### config.mk
export PLATFORM = sky130hd
export DESIGN_NAME = counter_ctrl
export DESIGN_NICKNAME = d
export VERILOG_FILES = /design/src/rtl/counter_ctrl.sv
export SDC_FILE = /design/constraint.sdc
export NUM_CORES = 1
export LEC_CHECK = 0
export CAP_MARGIN = 30
export CORE_ASPECT_RATIO = 1.4
export CORE_UTILIZATION = 43
export CTS_BUF_LIST = sky130_fd_sc_hd__clkbuf_16
export CTS_CLUSTER_SIZE = 16
export DETAILED_ROUTE_END_ITERATION = 10
export GPL_ROUTABILITY_DRIVEN = 0
export PLACE_DENSITY = 0.69
export SLEW_MARGIN = 40
export SYNTH_ARGS = -nofsm -noshare
export SYNTH_HDL_FRONTEND = slang
export SYNTH_SLANG_ARGS = --single-unit
### constraint.sdc
create_clock -name clk_clk -period 2.6 [get_ports clk_clk]
set_clock_uncertainty 0.2 [all_clocks]
set_input_delay 0.52 -clock clk_clk [delete_from_list [all_inputs] [get_ports clk_clk]]
set_output_delay 0.52 -clock clk_clk [all_outputs]
set_load 0.005 [all_outputs]
### src/rtl/counter_ctrl.sv
// Round-robin countdown controller driving an external load/decrement counter IP.
// Optional abort support (input abort, output req_err) is enabled by defining COUNTER_CTRL_ABORT_EN.
module counter_ctrl #(
    parameter int unsigned TICK_DIV = 4
) (
    input  logic       clk_clk,
    input  logic       reset_reset_n,
    input  logic [1:0] req_valid,
    input  logic [7:0] req_len0,
    input  logic [7:0] req_len1,
    input  logic [1:0] req_div,
    output logic [1:0] req_ready,
    output logic [1:0] req_done,
    output logic       busy,
    output logic [7:0] cnt_in,
    output logic       cnt_latch,
    output logic       cnt_dec,
    output logic       cnt_div,
    input  logic [7:0] cnt_count,
    input  logic       cnt_zero
`ifdef COUNTER_CTRL_ABORT_EN
    ,
    input  logic       abort,
    output logic       req_err
`endif
);

    localparam int unsigned CW = 8;
    localparam logic [CW-1:0] PRESC_MAX = CW'(TICK_DIV - 1);

    typedef enum logic [2:0] {
        S_IDLE,
        S_LOAD,
        S_SETTLE,
        S_RUN,
        S_DONE
    } state_e;

    state_e        state_q;
    logic          ptr_q;
    logic          owner_q;
    logic [CW-1:0] rem_q;
    logic [CW-1:0] presc_q;

    logic [1:0]    grant_c;
    logic [CW-1:0] presc_nxt_c;
    logic [CW-1:0] presc_tgt_c;
    logic          dec_c;
    logic          abort_c;
    logic          abort_hit_c;
    logic          run_end_c;
    logic          to_done_c;

    // The count value is observed only; folding it keeps the port without a dangling net.
    logic unused_cnt_count;
    assign unused_cnt_count = ^cnt_count;

`ifdef COUNTER_CTRL_ABORT_EN
    assign abort_c = abort;
`else
    assign abort_c = 1'b0;
`endif

    // Grant: a lone requester wins; on a tie the pointer picks the one not served last.
    always_comb begin
        grant_c = req_valid;
        if (req_valid == 2'b11) begin
            grant_c = ptr_q ? 2'b10 : 2'b01;
        end
    end

    // rem_q tracks decrements still to issue, so back-to-back pulses never overshoot zero.
    always_comb begin
        presc_nxt_c = (presc_q == PRESC_MAX) ? '0 : presc_q + CW'(1);
        presc_tgt_c = (state_q == S_SETTLE) ? '0 : presc_nxt_c;
        dec_c       = (presc_tgt_c == PRESC_MAX) && (rem_q != '0) && !cnt_zero;
        abort_hit_c = abort_c && ((state_q == S_LOAD) || (state_q == S_SETTLE) || (state_q == S_RUN));
        run_end_c   = (state_q == S_RUN) && cnt_zero && !cnt_dec;
        to_done_c   = abort_hit_c || run_end_c;
    end

    always_ff @(posedge clk_clk) begin
        if (!reset_reset_n) begin
            state_q   <= S_IDLE;
            ptr_q     <= 1'b0;
            owner_q   <= 1'b0;
            rem_q     <= '0;
            presc_q   <= '0;
            req_ready <= '0;
            req_done  <= '0;
            busy      <= 1'b0;
            cnt_in    <= '0;
            cnt_latch <= 1'b0;
            cnt_dec   <= 1'b0;
            cnt_div   <= 1'b0;
`ifdef COUNTER_CTRL_ABORT_EN
            req_err   <= 1'b0;
`endif
        end else begin
            req_ready <= '0;
            req_done  <= '0;
            cnt_latch <= 1'b0;
            cnt_dec   <= 1'b0;
`ifdef COUNTER_CTRL_ABORT_EN
            req_err   <= abort_hit_c;
`endif
            if (to_done_c) begin
                state_q  <= S_DONE;
                req_done <= owner_q ? 2'b10 : 2'b01;
                ptr_q    <= ~owner_q;
            end else begin
                case (state_q)
                    S_IDLE: begin
                        if (req_ready != 2'b00) begin
                            if ((req_valid & req_ready) != 2'b00) begin
                                owner_q   <= req_ready[1];
                                cnt_in    <= req_ready[1] ? req_len1 : req_len0;
                                rem_q     <= req_ready[1] ? req_len1 : req_len0;
                                cnt_div   <= req_ready[1] ? req_div[1] : req_div[0];
                                cnt_latch <= 1'b1;
                                busy      <= 1'b1;
                                state_q   <= S_LOAD;
                            end
                        end else begin
                            req_ready <= grant_c;
                        end
                    end
                    S_LOAD: begin
                        state_q <= S_SETTLE;
                    end
                    S_SETTLE: begin
                        state_q <= S_RUN;
                        presc_q <= '0;
                        if (dec_c) begin
                            cnt_dec <= 1'b1;
                            rem_q   <= rem_q - CW'(1);
                        end
                    end
                    S_RUN: begin
                        presc_q <= presc_nxt_c;
                        if (dec_c) begin
                            cnt_dec <= 1'b1;
                            rem_q   <= rem_q - CW'(1);
                        end
                    end
                    default: begin
                        state_q <= S_IDLE;
                        busy    <= 1'b0;
                    end
                endcase
            end
        end
    end

endmodule

Word-level counts from Yosys, hierarchy flattened:

Cells that the tools add are included.

* add/sub/neg operators: 2
* eq/ne operators: 12
* multiplexer cells: 21
* bitwise operators: 9
* reduce and logical (&&, ||, !) cells: 25

Operators by type and width (number)
* 8-bit two-way mux: 6
* 8-bit one-hot mux with 2 select lines: 2
* 8-bit by 2-bit equality test with 1-bit output, second input constant: 2
* 3-bit one-hot mux with 4 select lines: 1
* 3-bit two-way mux: 3
* 8-bit by 1-bit adder with 8-bit output, second input constant: 1
* 1-bit inverter: 8
* 4-bit AND reduction: 2
* 2-bit nonzero test: 4
* 8-bit nonzero test: 1
* 4-bit OR reduction: 2
* 8-bit by 1-bit subtractor with 8-bit output, second input constant: 1
* 3-bit by 2-bit equality test with 1-bit output, second input constant: 2
* 2-bit two-way mux: 3
* 2-bit inequality test, second input constant: 3
* 3-bit inequality test, second input constant: 2
* 3-bit AND reduction: 2
* 3-bit OR reduction: 2
* 1-bit two-way mux: 5
* 5-bit AND reduction: 1
* 1-bit logical AND: 4
* 2-bit AND reduction: 2
* 2-bit OR reduction: 2
* 3-bit by 1-bit equality test with 1-bit output, second input constant: 1
* 6 further kinds: 7

* flip-flop bits (word level): 37
* input bits: 31
* output and inout bits: 16
* logic and storage cells: 82

Longest topological paths before layout:

Gate-level depths: netlist of the first run.

* word-level depth: 8
* mapped depth: 8
* depth with buffers taken out: 7

Worst setup path after synthesis of the first run:

No wires, ideal clock.

* kind: register to register
* start: register presc_q[0]
* end: register rem_q[7]
* setup time: 125 ps
* arrival time: 1632 ps
* required time: 2275 ps
* setup slack: 643 ps
* cell stages (with the launch flop): 9
* path buffers: 1
* period minus slack after synthesis: 1957 ps
* cells stage by stage: dfxtp_1 -> ha_1 -> nor2b_1 -> nand4_2 -> nor4_4 -> a21oi_4 -> buf_6 -> o211ai_1 -> o31ai_1

* longest elaborated chain between the ends: 8
* elaborated cells on any way between the ends: 9
* those cells by class: add/sub (1); eq/ne (3); mux (2); reduce/logical (3)

Ends and longest elaborated chain
* start: declaration: RTL line 43 `logic [CW-1:0] presc_q;`
* start signal: assignment: RTL line 140 `presc_q <= presc_nxt_c;`
* 8-bit by 1-bit adder with 8-bit output / 8-bit by 2-bit equality test with 1-bit output (equally long branches): RTL line 74 `presc_nxt_c = (presc_q == PRESC_MAX) ? '0 : presc_q + CW'(1);`
* 8-bit two-way mux (*): RTL line 74
* 8-bit two-way mux (*): RTL line 75 `presc_tgt_c = (state_q == S_SETTLE) ? '0 : presc_nxt_c;`
* 8-bit by 2-bit equality test with 1-bit output (*): RTL line 76 `dec_c = (presc_tgt_c == PRESC_MAX) && (rem_q != '0) && !cnt_zero;`
* 1-bit logical AND (*) (2 in a row): RTL line 76
* 2-bit by 1-bit inequality test with 1-bit output (no line) (*)
* 5-bit AND reduction (no line) (*)
* end signal: assignment: RTL line 118 `rem_q <= req_ready[1] ? req_len1 : req_len0;`
* end signal: assignment: RTL line 136 `rem_q <= rem_q - CW'(1);`
* end signal: assignment: RTL line 143 `rem_q <= rem_q - CW'(1);`
* end: declaration: RTL line 42 `logic [CW-1:0] rem_q;`

Every way passes the cells marked *; elsewhere a longest branch is shown, timed or not.
A chain may end at the register's enable or synchronous reset.

Worst setup path in the final report of the first run:

* start: register presc_q[0]
* end: register rem_q[0]

Same word-level chain as after synthesis.

==> results.yml, run 1 <==
synth:
  synth.top_cells.by_area: "sky130_fd_sc_hd__dfxtp_1 40%, sky130_fd_sc_hd__nor2_1 6.4%, sky130_fd_sc_hd__mux2i_1 5.4%"
  synth.yosys.seq_area_share_pct: 39.8
  synth_area_leader_cell: "sky130_fd_sc_hd__dfxtp_1"
  synthFlopType: "sky130_fd_sc_hd__dfxtp_1"
  mappedNetlistArea_um2: 1860
  synth.top_cell.area_share_pct: 39.8
  synthesis.instances: 216
  synth_edf_count: 0
  syn-mean-instance-area_um2: 8.63
  yosysUniqueCellTypes: 46
  postSynthRegisterBits: 37
  synthArstFlopShare_pct: 0
  syn-num-nets: 250
  number_of_warnings_issued_by_yosys: 0
global_route:
  grt_use_total_pct: 19.5
  wire_length_of_the_first_global_routing_pass_mm: 6.77
  largest_net_degree_at_the_start_of_global_routing: 21
  grt_pass1_vias: 1512
  grt-ovfl-total: 0
  antenna_violations_before_repair: 0
clock_tree:
  cts_inserted_buffers: 5
  cts.root.buffer_cell: "sky130_fd_sc_hd__clkbuf_16"
  cts_setup_buffers: 0
  tritoncts: "done"
  path_clk_slew_ns: 0.06
  post_cts_resize_count: 0
  postCtsHoldBufs: 0
  clock_sinks: 37
  clkLatencyLatePin_ns: 0.28
  clock_path_buffers: 2
  h-tree-depth: 2
floorplan:
  dieArea_um2: 4600
  dieHeight_um: 79.9
  starting_density_of_the_core_pct: 44.3
  die_w_um: 57.6
  num_io_pins: 47
  design.core.area_um2: 4200
  placement_rows: 28
setup_path:
  nature_of_the_critical_path_startpoint: "flop"
  timing.reg2reg.setup_slack_ns: 0.37
  path_cells: "ha_1 > and3_4 > nor3_1 > a31o_1 > a21oi_4 > a21oi_1 > o221a_1"
  crit-reg2reg-launch: "presc_q[0]"
  critical-path-slowest-cell: "sky130_fd_sc_hd__dfxtp_1"
  cp_max_fo: 17
  worst_ep_required_time_ns: 2.57
  critical_path_class: "flop to flop"
  cp-end-kind: "flop"
  number_of_buffer_and_inverter_stages_on_the_critical_path: 0
  crit-reg2reg-capture: "rem_q[0]"
  crit_arrival_ns: 2.20
  worst_path_dominant_cell_family: "compound AO/OA/AOI/OAI gates"
  reg2reg_depth: 7
  crit_path_max_incr_delay_ns: 0.43
finish:
  mostFrequentLayoutCell: "sky130_fd_sc_hd__clkdlybuf4s50_1"
  share_of_cells_above_drive_strength_1_pct: 8.59
  highest_count_cells_in_the_layout_ignoring_fill_and_taps: "38 x sky130_fd_sc_hd__clkdlybuf4s50_1, 37 x sky130_fd_sc_hd__dfxtp_1, 32 x sky130_fd_sc_hd__nor2_1"
  layout.nets: 289
  n_antenna_cell: 0
  final_cell_area_um2: 2450
  area.growth.synth_to_final_pct: 31.4
  layout.cells.non_filler: 301
place:
  dpl_cell_area_um2: 2280
  hpwl_dp_mm: 3.12
  place.port_buffers: 38
  placed_cells_incl_taps: 293
pwr:
  pwr-share-comb_pct: 15.3
  cellLeakagePower_nw: 0.876
  total_power_mw: 1.55
  share_clk_of_total_power_pct: 44.8
  share_seq_of_total_power_pct: 40.0
  peakVddDrop_uv: 441
  power.switching_fraction_pct: 24.5
  cellInternalPower_mw: 1.17
  power_density_nw_per_um2: 632
  switching_power_mw: 0.379
route:
  first_iter_violations: 53
  wl_per_cell_um: 14.3
  detail_route.vias_per_cell: 5.62
  route.vias.total: 1691
  route.antenna.remaining_nets: 0
  remaining_drc_errors: 1
  detailedRoute.firstPassIterationCount: 7
  routed_wl_mm: 4.29
timing:
  setup-tns-final_ns: 0
  slew_headroom_pct: 68.0
  timing.hold.ws_ns: 0.277
  timing.final.hold_violations: 0
  fmax_mhz: 447
  rsz0062_at_grt: "false"
  worst_slew_pin_slew_ns: 0.476
  final_period_minus_worst_setup_slack_ns: 2.23
  setup_viol: 0
  final.period_utilization_pct: 86.0
  slew_viol_final: 0
hold_path:
  worstHoldPathCells: 1
  worst_hold_path_type: "flop to flop"
  hold_path.startpoint: "ptr_q"
  worst_case_hold_path_end_point: "req_ready[0]"
outcome:
  failing_checks: "DRC"
  result_of_the_run: "complete, but fails checks"
flow_run:
  max-cap-violations: 0
-- synth_stat cells, types with 2 or more instances --
library cell,count
sky130_fd_sc_hd__nand2_1,12
sky130_fd_sc_hd__nor2_1,32
sky130_fd_sc_hd__and3_1,5
sky130_fd_sc_hd__nor4_4,2
sky130_fd_sc_hd__o211a_1,2
sky130_fd_sc_hd__mux2i_1,10
sky130_fd_sc_hd__inv_1,5
sky130_fd_sc_hd__ha_1,3
sky130_fd_sc_hd__or3_1,2
sky130_fd_sc_hd__a211oi_1,7
sky130_fd_sc_hd__nor3_1,7
sky130_fd_sc_hd__nand3b_1,2
sky130_fd_sc_hd__a31oi_1,2
sky130_fd_sc_hd__a22oi_1,2
sky130_fd_sc_hd__and2_1,2
sky130_fd_sc_hd__dfxtp_1,37
sky130_fd_sc_hd__nor3b_1,3
sky130_fd_sc_hd__o21ai_0,16
sky130_fd_sc_hd__o211ai_1,6
sky130_fd_sc_hd__a21oi_1,13
sky130_fd_sc_hd__nand2b_1,2
sky130_fd_sc_hd__clkbuf_1,5
sky130_fd_sc_hd__nand4_1,2
sky130_fd_sc_hd__nor4_1,3
sky130_fd_sc_hd__nand3_1,5
sky130_fd_sc_hd__buf_2,4
sky130_fd_sc_hd__nor2b_1,6
-- per-stage QoR --
stage | util [%] | worst slack (ns)
after floorplan | - | 0.643
after global placement | 54.2 | 0.208
after detailed placement | 54.2 | 0.200
after CTS | 58.2 | 0.354
after global routing | 58.2 | 0.225
final | 58.2 | 0.365
-- metal layers --
layer	part of all wire, %	track usage, %	routed length [um]	vias to the layer above
met1	41	20.3	1760	784
li1	-	-	-	867
met4	2.5	11.0	108	0
met3	2.9	4.38	125	9
met5	0	0	0	-
met2	54	35.1	2300	31
-- registers in the layout, summed over array words and instances (netlist names) --
signal and flops:
busy 1, cnt_dec 1, cnt_div 1, cnt_in 8, cnt_latch 1, owner_q 1
presc_q 8, ptr_q 1, rem_q 8, req_done 2, req_ready 2, state_q 3
-- worst max path at each step --
stage            startpoint  endpoint  cells after the start
2_1_floorplan    presc_q[0]  rem_q[7]                      8
3_3_place_gp   req_valid[1]  rem_q[0]                      6
3_5_place_dp   req_valid[1]  rem_q[0]                      6
4_1_cts          presc_q[0]  rem_q[0]                      7
5_1_grt          presc_q[0]  rem_q[0]                      7
6_report         presc_q[0]  rem_q[0]                      7
-- cell families (layout without fill, tap and decap cells) --
group	count (synthesis)	count (layout)	synth area share, %
simple gates	89	89	26.0
compound gates	59	59	22.1
flops	37	37	39.8
buf+inv	17	57	4.30
mux	10	10	5.37
fa+ha+maj	3	3	2.01
xor+xnor	1	1	0.470
-- area by class of cell --
cell class | instances | area (um2)
fillers | 399 | 1760
clock buffers | 5 | 125
well taps | 45 | 56.3
repair buffers | 43 | 418
multi-input cells | 162 | 1040
flip-flops and latches | 37 | 741
clock inverters | 3 | 43.8
inverters | 6 | 22.5
-- power by group through the flow --
stage          sequential (mW)  clock, mW  combinational, mW
2_1_floorplan            0.628          0              0.141
3_3_place_gp             0.630          0              0.237
3_5_place_dp             0.630          0              0.239
4_1_cts                  0.618      0.709              0.239
5_1_grt                  0.622      0.736              0.262
6_report                 0.618      0.693              0.237
Note: power is estimated with default switching activity, not from simulation.
==> run 2, diff against run 1 <==
--- a/constraint.sdc
+++ b/constraint.sdc
@@ -4,2 +4,2 @@
 set_output_delay 0.52 -clock clk_clk [all_outputs]
-set_load 0.005 [all_outputs]
+set_load 0.1 [all_outputs]
==> run 2 against run 1 <==
  * The run still ends with DRC left
  * First-iteration DRC count shrank 7.5%
  * Total power grew 0.63%
  * Maximum frequency shrank 0.75%
  * Non-clock buffer count is the same
  * Worst setup slack lost 0.017 ns
  * Global-route usage grew 0.081 points
  * Sequential power is essentially flat
  * Clock-buffer cell count is the same
  * Register-to-register slack lost 0.02 ns
  * Routed wire length grew 0.33%
  * Combinational power grew 49%
  * Hold slack lost 0.0052 ns
  * Largest cell class unchanged
  * Highest routed layer unchanged
==> results.yml, run 2 (synthesis gave the netlist of run 1 again) <==
outcome:
  result_of_the_run: "complete, but fails checks"
  failing_checks: "DRC"
setup_path:
  reg2reg_depth: 7
  crit-reg2reg-launch: "presc_q[0]"
  worst_ep_required_time_ns: 2.57
  crit_path_max_incr_delay_ns: 0.43
  crit_arrival_ns: 2.23
  critical-path-slowest-cell: "sky130_fd_sc_hd__dfxtp_1"
  nature_of_the_critical_path_startpoint: "flop"
  crit-reg2reg-capture: "rem_q[0]"
  timing.reg2reg.setup_slack_ns: 0.35
  cp_max_fo: 17
  path_cells: "ha_1 > and3_4 > nor3_1 > a31o_1 > a21oi_4 > a21oi_1 > o221a_1"
  cp-end-kind: "flop"
  critical_path_class: "flop to flop"
place:
  hpwl_dp_mm: 3.10
  place.port_buffers: 38
finish:
  mostFrequentLayoutCell: "sky130_fd_sc_hd__dfxtp_1"
  final_cell_utilization_of_the_core_pct: 57.0
  layout_top_registers: "cnt_in: 8 flops, presc_q: 8 flops, rem_q: 8 flops"
  n_antenna_cell: 0
  share_of_cells_above_drive_strength_1_pct: 14.8
  area.growth.synth_to_final_pct: 28.5
  layout.nets: 289
  highest_count_cells_in_the_layout_ignoring_fill_and_taps: "37 x sky130_fd_sc_hd__dfxtp_1, 32 x sky130_fd_sc_hd__nor2_1, 22 x sky130_fd_sc_hd__clkdlybuf4s50_1"
hold_path:
  hold_path.startpoint: "ptr_q"
  worstHoldPathCells: 1
  worst_case_hold_path_end_point: "req_ready[0]"
  worst_hold_path_type: "flop to flop"
route:
  detailedRoute.firstPassIterationCount: 7
  detail_route.vias_per_cell: 5.53
  wl_per_cell_um: 14.3
  route.vias.total: 1665
  routed_wl_mm: 4.31
  first_iter_violations: 49
  remaining_drc_errors: 1
  route.antenna.remaining_nets: 0
global_route:
  grt-ovfl-total: 0
  largest_net_degree_at_the_start_of_global_routing: 21
  grt_pass1_vias: 1489
  grt_use_total_pct: 19.6
  antenna_violations_before_repair: 0
  wire_length_of_the_first_global_routing_pass_mm: 6.74
flow_run:
  max-cap-violations: 0
pwr:
  total_power_mw: 1.56
  power_density_nw_per_um2: 650
  peakVddDrop_uv: 566
  cellLeakagePower_nw: 0.895
timing:
  fmax_mhz: 444
  timing.hold.ws_ns: 0.272
  slew_headroom_pct: 63.4
  slew_viol_final: 0
  final_period_minus_worst_setup_slack_ns: 2.25
  worst_slew_pin_slew_ns: 0.544
  timing.final.hold_violations: 0
  setup-tns-final_ns: 0
  rsz0062_at_grt: "false"
  setup_viol: 0
  final.period_utilization_pct: 86.6
clock_tree:
  clock_sinks: 37
  clkLatencyLatePin_ns: 0.28
  postCtsHoldBufs: 0
  clock_path_buffers: 2
  cts_setup_buffers: 0
  path_clk_slew_ns: 0.06
  cts_inserted_buffers: 5
  cts.root.buffer_cell: "sky130_fd_sc_hd__clkbuf_16"
  tritoncts: "done"
  post_cts_resize_count: 0
  h-tree-depth: 2
floorplan:
  placement_rows: 28
  die_w_um: 57.6
  design.core.area_um2: 4200
  dieHeight_um: 79.9
  starting_density_of_the_core_pct: 44.3
  num_io_pins: 47
  dieArea_um2: 4600
-- run 2: cell count changes in the layout (fill, tap and decap cells not counted) --
| cell | before | now |
|---|---|---|
| sky130_fd_sc_hd__buf_4 | 5 | 20 |
| sky130_fd_sc_hd__buf_12 | 0 | 1 |
| sky130_fd_sc_hd__inv_6 | 1 | 0 |
| sky130_fd_sc_hd__bufinv_16 | 1 | 0 |
| sky130_fd_sc_hd__clkinvlp_4 | 0 | 1 |
| sky130_fd_sc_hd__clkinv_2 | 1 | 2 |
| sky130_fd_sc_hd__clkdlybuf4s50_1 | 38 | 22 |
-- run 2: worst max path at each step --
stage	start	depth (start not counted)	end	slack (ns)
finish	presc_q[0]	7	rem_q[0]	0.35
global route	presc_q[0]	7	rem_q[0]	0.15
CTS	presc_q[0]	7	rem_q[0]	0.35
detailed placement	cnt_zero	7	rem_q[1]	0.20
global placement	req_valid[1]	6	rem_q[0]	0.22
floorplan	req_ready[1]	6	owner_q	0.18
-- run 2: area by class of cell --
class | instances | area, um2
clock buffers | 5 | 125
inverters | 6 | 22.5
flip-flops and latches | 37 | 741
clock inverters | 3 | 17.5
multi-input cells | 162 | 1040
repair buffers | 43 | 390
fillers | 390 | 1810
well taps | 45 | 56.3
-- run 2: per-layer routing --
layer	GRT usage (%)	vias to the layer above	wire, um
li1	-	864	-
met1	20.6	762	1790
met2	35.0	31	2290
met3	5.35	8	130
met4	9.76	0	97
met5	0	-	0
-- run 2: critical path, delay by kind of cell, from the launching register on --
kind | cells | cell delay, ns
adder cells (fa/ha/maj) | 1 | 0.26
flip-flops | 1 | 0.43
AND/OR/NAND/NOR | 2 | 0.28
AO/OA/AOI/OAI | 4 | 0.97
-- run 2: where the power goes --
part / internal [mW] / switching (mW) / leakage, nW / total, mW
Sequential: 0.595 / 0.0226 / 0.300 / 0.618
Clock: 0.351 / 0.236 / 0.0696 / 0.587
Combinational: 0.116 / 0.237 / 0.525 / 0.353
Total: 1.06 / 0.495 / 0.895 / 1.56
-- run 2: per-stage QoR --
stage | setup slack, ns | instances | instance area [um2]
floorplan | 0.180 | 216 | 1860
global placement | 0.217 | 293 | 2250
detailed placement | 0.201 | 293 | 2250
CTS | 0.347 | 301 | 2390
global route | 0.146 | 301 | 2390
finish | 0.348 | 301 | 2390
==> run 3, diff against run 2 <==
- CORE_UTILIZATION: 43 -> 49
- PLACE_DENSITY: 0.69 -> 0.78
==> run 3 against run 2 <==
  * The flow now finishes without violations
  * Non-clock buffer count unchanged
  * Sequential power barely moved
  * Utilization rose by 10 points
  * Highest routed layer unchanged
  * Via count is 4.1% higher
  * Combinational power barely moved
==> results.yml, run 3 (synthesis gave the netlist of run 1 again) <==
route:
  detailedRoute.firstPassIterationCount: 4
  routed_wl_mm: 4.52
  wl_per_cell_um: 15.2
  route.antenna.remaining_nets: 0
  first_iter_violations: 39
  detail_route.vias_per_cell: 5.82
  remaining_drc_errors: 0
  route.vias.total: 1734
pwr:
  power.switching_fraction_pct: 28.2
  pwr-share-comb_pct: 20.2
  cellInternalPower_mw: 1.26
  peakVddDrop_uv: 569
  switching_power_mw: 0.494
  share_seq_of_total_power_pct: 35.3
  share_clk_of_total_power_pct: 44.5
  cellLeakagePower_nw: 0.919
  power_density_nw_per_um2: 719
floorplan:
  num_io_pins: 47
  dieHeight_um: 75.0
  die_w_um: 54.1
  design.core.area_um2: 3640
  starting_density_of_the_core_pct: 51.1
  dieArea_um2: 4060
  placement_rows: 26
finish:
  highest_count_cells_in_the_layout_ignoring_fill_and_taps: "37 x sky130_fd_sc_hd__dfxtp_1, 32 x sky130_fd_sc_hd__nor2_1, 22 x sky130_fd_sc_hd__clkdlybuf4s50_1"
  layout.cells.non_filler: 298
  nFillCells: 307
  layout_top_registers: "cnt_in: 8 flops, presc_q: 8 flops, rem_q: 8 flops"
  mostFrequentLayoutCell: "sky130_fd_sc_hd__dfxtp_1"
  layout.nets: 289
  share_of_cells_above_drive_strength_1_pct: 14.8
  area.growth.synth_to_final_pct: 30.9
  layout.area.seq_um2: 741
  n_antenna_cell: 0
  multiInputGateArea_um2: 1040
clock_tree:
  postCtsHoldBufs: 0
  h-tree-depth: 2
  clkLatencyLatePin_ns: 0.28
  post_cts_resize_count: 0
  tritoncts: "done"
  cts_setup_buffers: 0
  cts.root.buffer_cell: "sky130_fd_sc_hd__clkbuf_16"
  path_clk_slew_ns: 0.06
  clock_sinks: 37
  cts_inserted_buffers: 5
  clock_path_buffers: 2
place:
  place_worst_setup_slack_ns: 0.193
  place.port_buffers: 38
  hpwl_dp_mm: 3.16
  placed_cells_incl_taps: 290
flow_run:
  max-cap-violations: 0
setup_path:
  worst_ep_required_time_ns: 2.57
  timing.reg2reg.setup_slack_ns: 0.35
  crit_arrival_ns: 2.22
  nature_of_the_critical_path_startpoint: "flop"
  cp_max_fo: 17
  critical_path_class: "flop to flop"
  cp-end-kind: "flop"
global_route:
  antenna_violations_before_repair: 0
  grt_use_total_pct: 24.5
  grt_pass1_vias: 1571
  wire_length_of_the_first_global_routing_pass_mm: 7.13
  largest_net_degree_at_the_start_of_global_routing: 21
  grt-ovfl-total: 0
timing:
  worst_slack_ns: 0.349
  timing.final.hold_violations: 0
  slew_viol_final: 0
  rsz0062_at_grt: "false"
  final_period_minus_worst_setup_slack_ns: 2.25
  fmax_mhz: 444
  slew_headroom_pct: 67.2
  worst_slew_pin_slew_ns: 0.490
  setup_viol: 0
  setup-tns-final_ns: 0
  final.period_utilization_pct: 86.6
outcome:
  result_of_the_run: "finished, final reports clean"
hold_path:
  worst_hold_path_type: "flop to flop"
## run 3: cell count changes in the layout (fill, tap and decap cells not counted), sizes merged
| cell | delta |
|---|---|
| bufinv | +2 |
| clkinv | -1 |
| clkinvlp | -1 |
## run 3: worst paths after layout
path | from | to | depth (start not counted)
setup / recovery | presc_q[0] | cnt_in[0] | 7
hold / removal | ptr_q | req_ready[0] | 1
setup reg to reg | presc_q[0] | cnt_in[0] | 7
hold reg to reg | ptr_q | req_ready[0] | 1
## run 3: worst max-delay path: stages, from the launching register on
cell and delay [ns]:
sky130_fd_sc_hd__dfxtp_1 0.43, sky130_fd_sc_hd__ha_1 0.26, sky130_fd_sc_hd__and3_4 0.24, sky130_fd_sc_hd__nor3_1 0.06
sky130_fd_sc_hd__a31o_1 0.24, sky130_fd_sc_hd__a21oi_4 0.38, sky130_fd_sc_hd__o32ai_1 0.15, sky130_fd_sc_hd__and2_1 0.18
## run 3: cell type report
type | count | share of cell area (%)
multi-input combinational | 162 | 42.7
sequential | 37 | 30.4
timing repair buffer | 43 | 16.0
clock buffer | 5 | 5.13
clock inverter | 3 | 2.67
tap | 42 | 2.15
inverter | 6 | 0.924
## run 3: routing by layer
layer | track usage (%) | wire, um | vias up | share of wire (%)
li1 | - | - | 866 | -
met3 | 4.85 | 114 | 6 | 2.5
met1 | 29.6 | 1860 | 835 | 41
met2 | 42.5 | 2480 | 27 | 55
met5 | 0 | 0 | - | 0
met4 | 7.98 | 64 | 0 | 1.4
## run 3: metrics by stage
stage               hold WS [ns]  cell area, um2  power, mW  util (%)
finish                     0.288            2440       1.75      66.9
global route               0.316            2440       1.81      66.9
CTS                        0.290            2440       1.75      66.9
detailed placement         0.279            2250      0.983      61.7
global placement           0.273            2250      0.979      61.7
floorplan                  0.227            1860      0.885         -
## run 3: power by group through the flow
stage / registers [mW] / logic, mW / clock network (mW)
2_1_floorplan: 0.745 / 0.141 / 0
3_3_place_gp: 0.629 / 0.350 / 0
3_5_place_dp: 0.630 / 0.353 / 0
4_1_cts: 0.618 / 0.355 / 0.782
5_1_grt: 0.623 / 0.380 / 0.811
6_report: 0.618 / 0.355 / 0.780
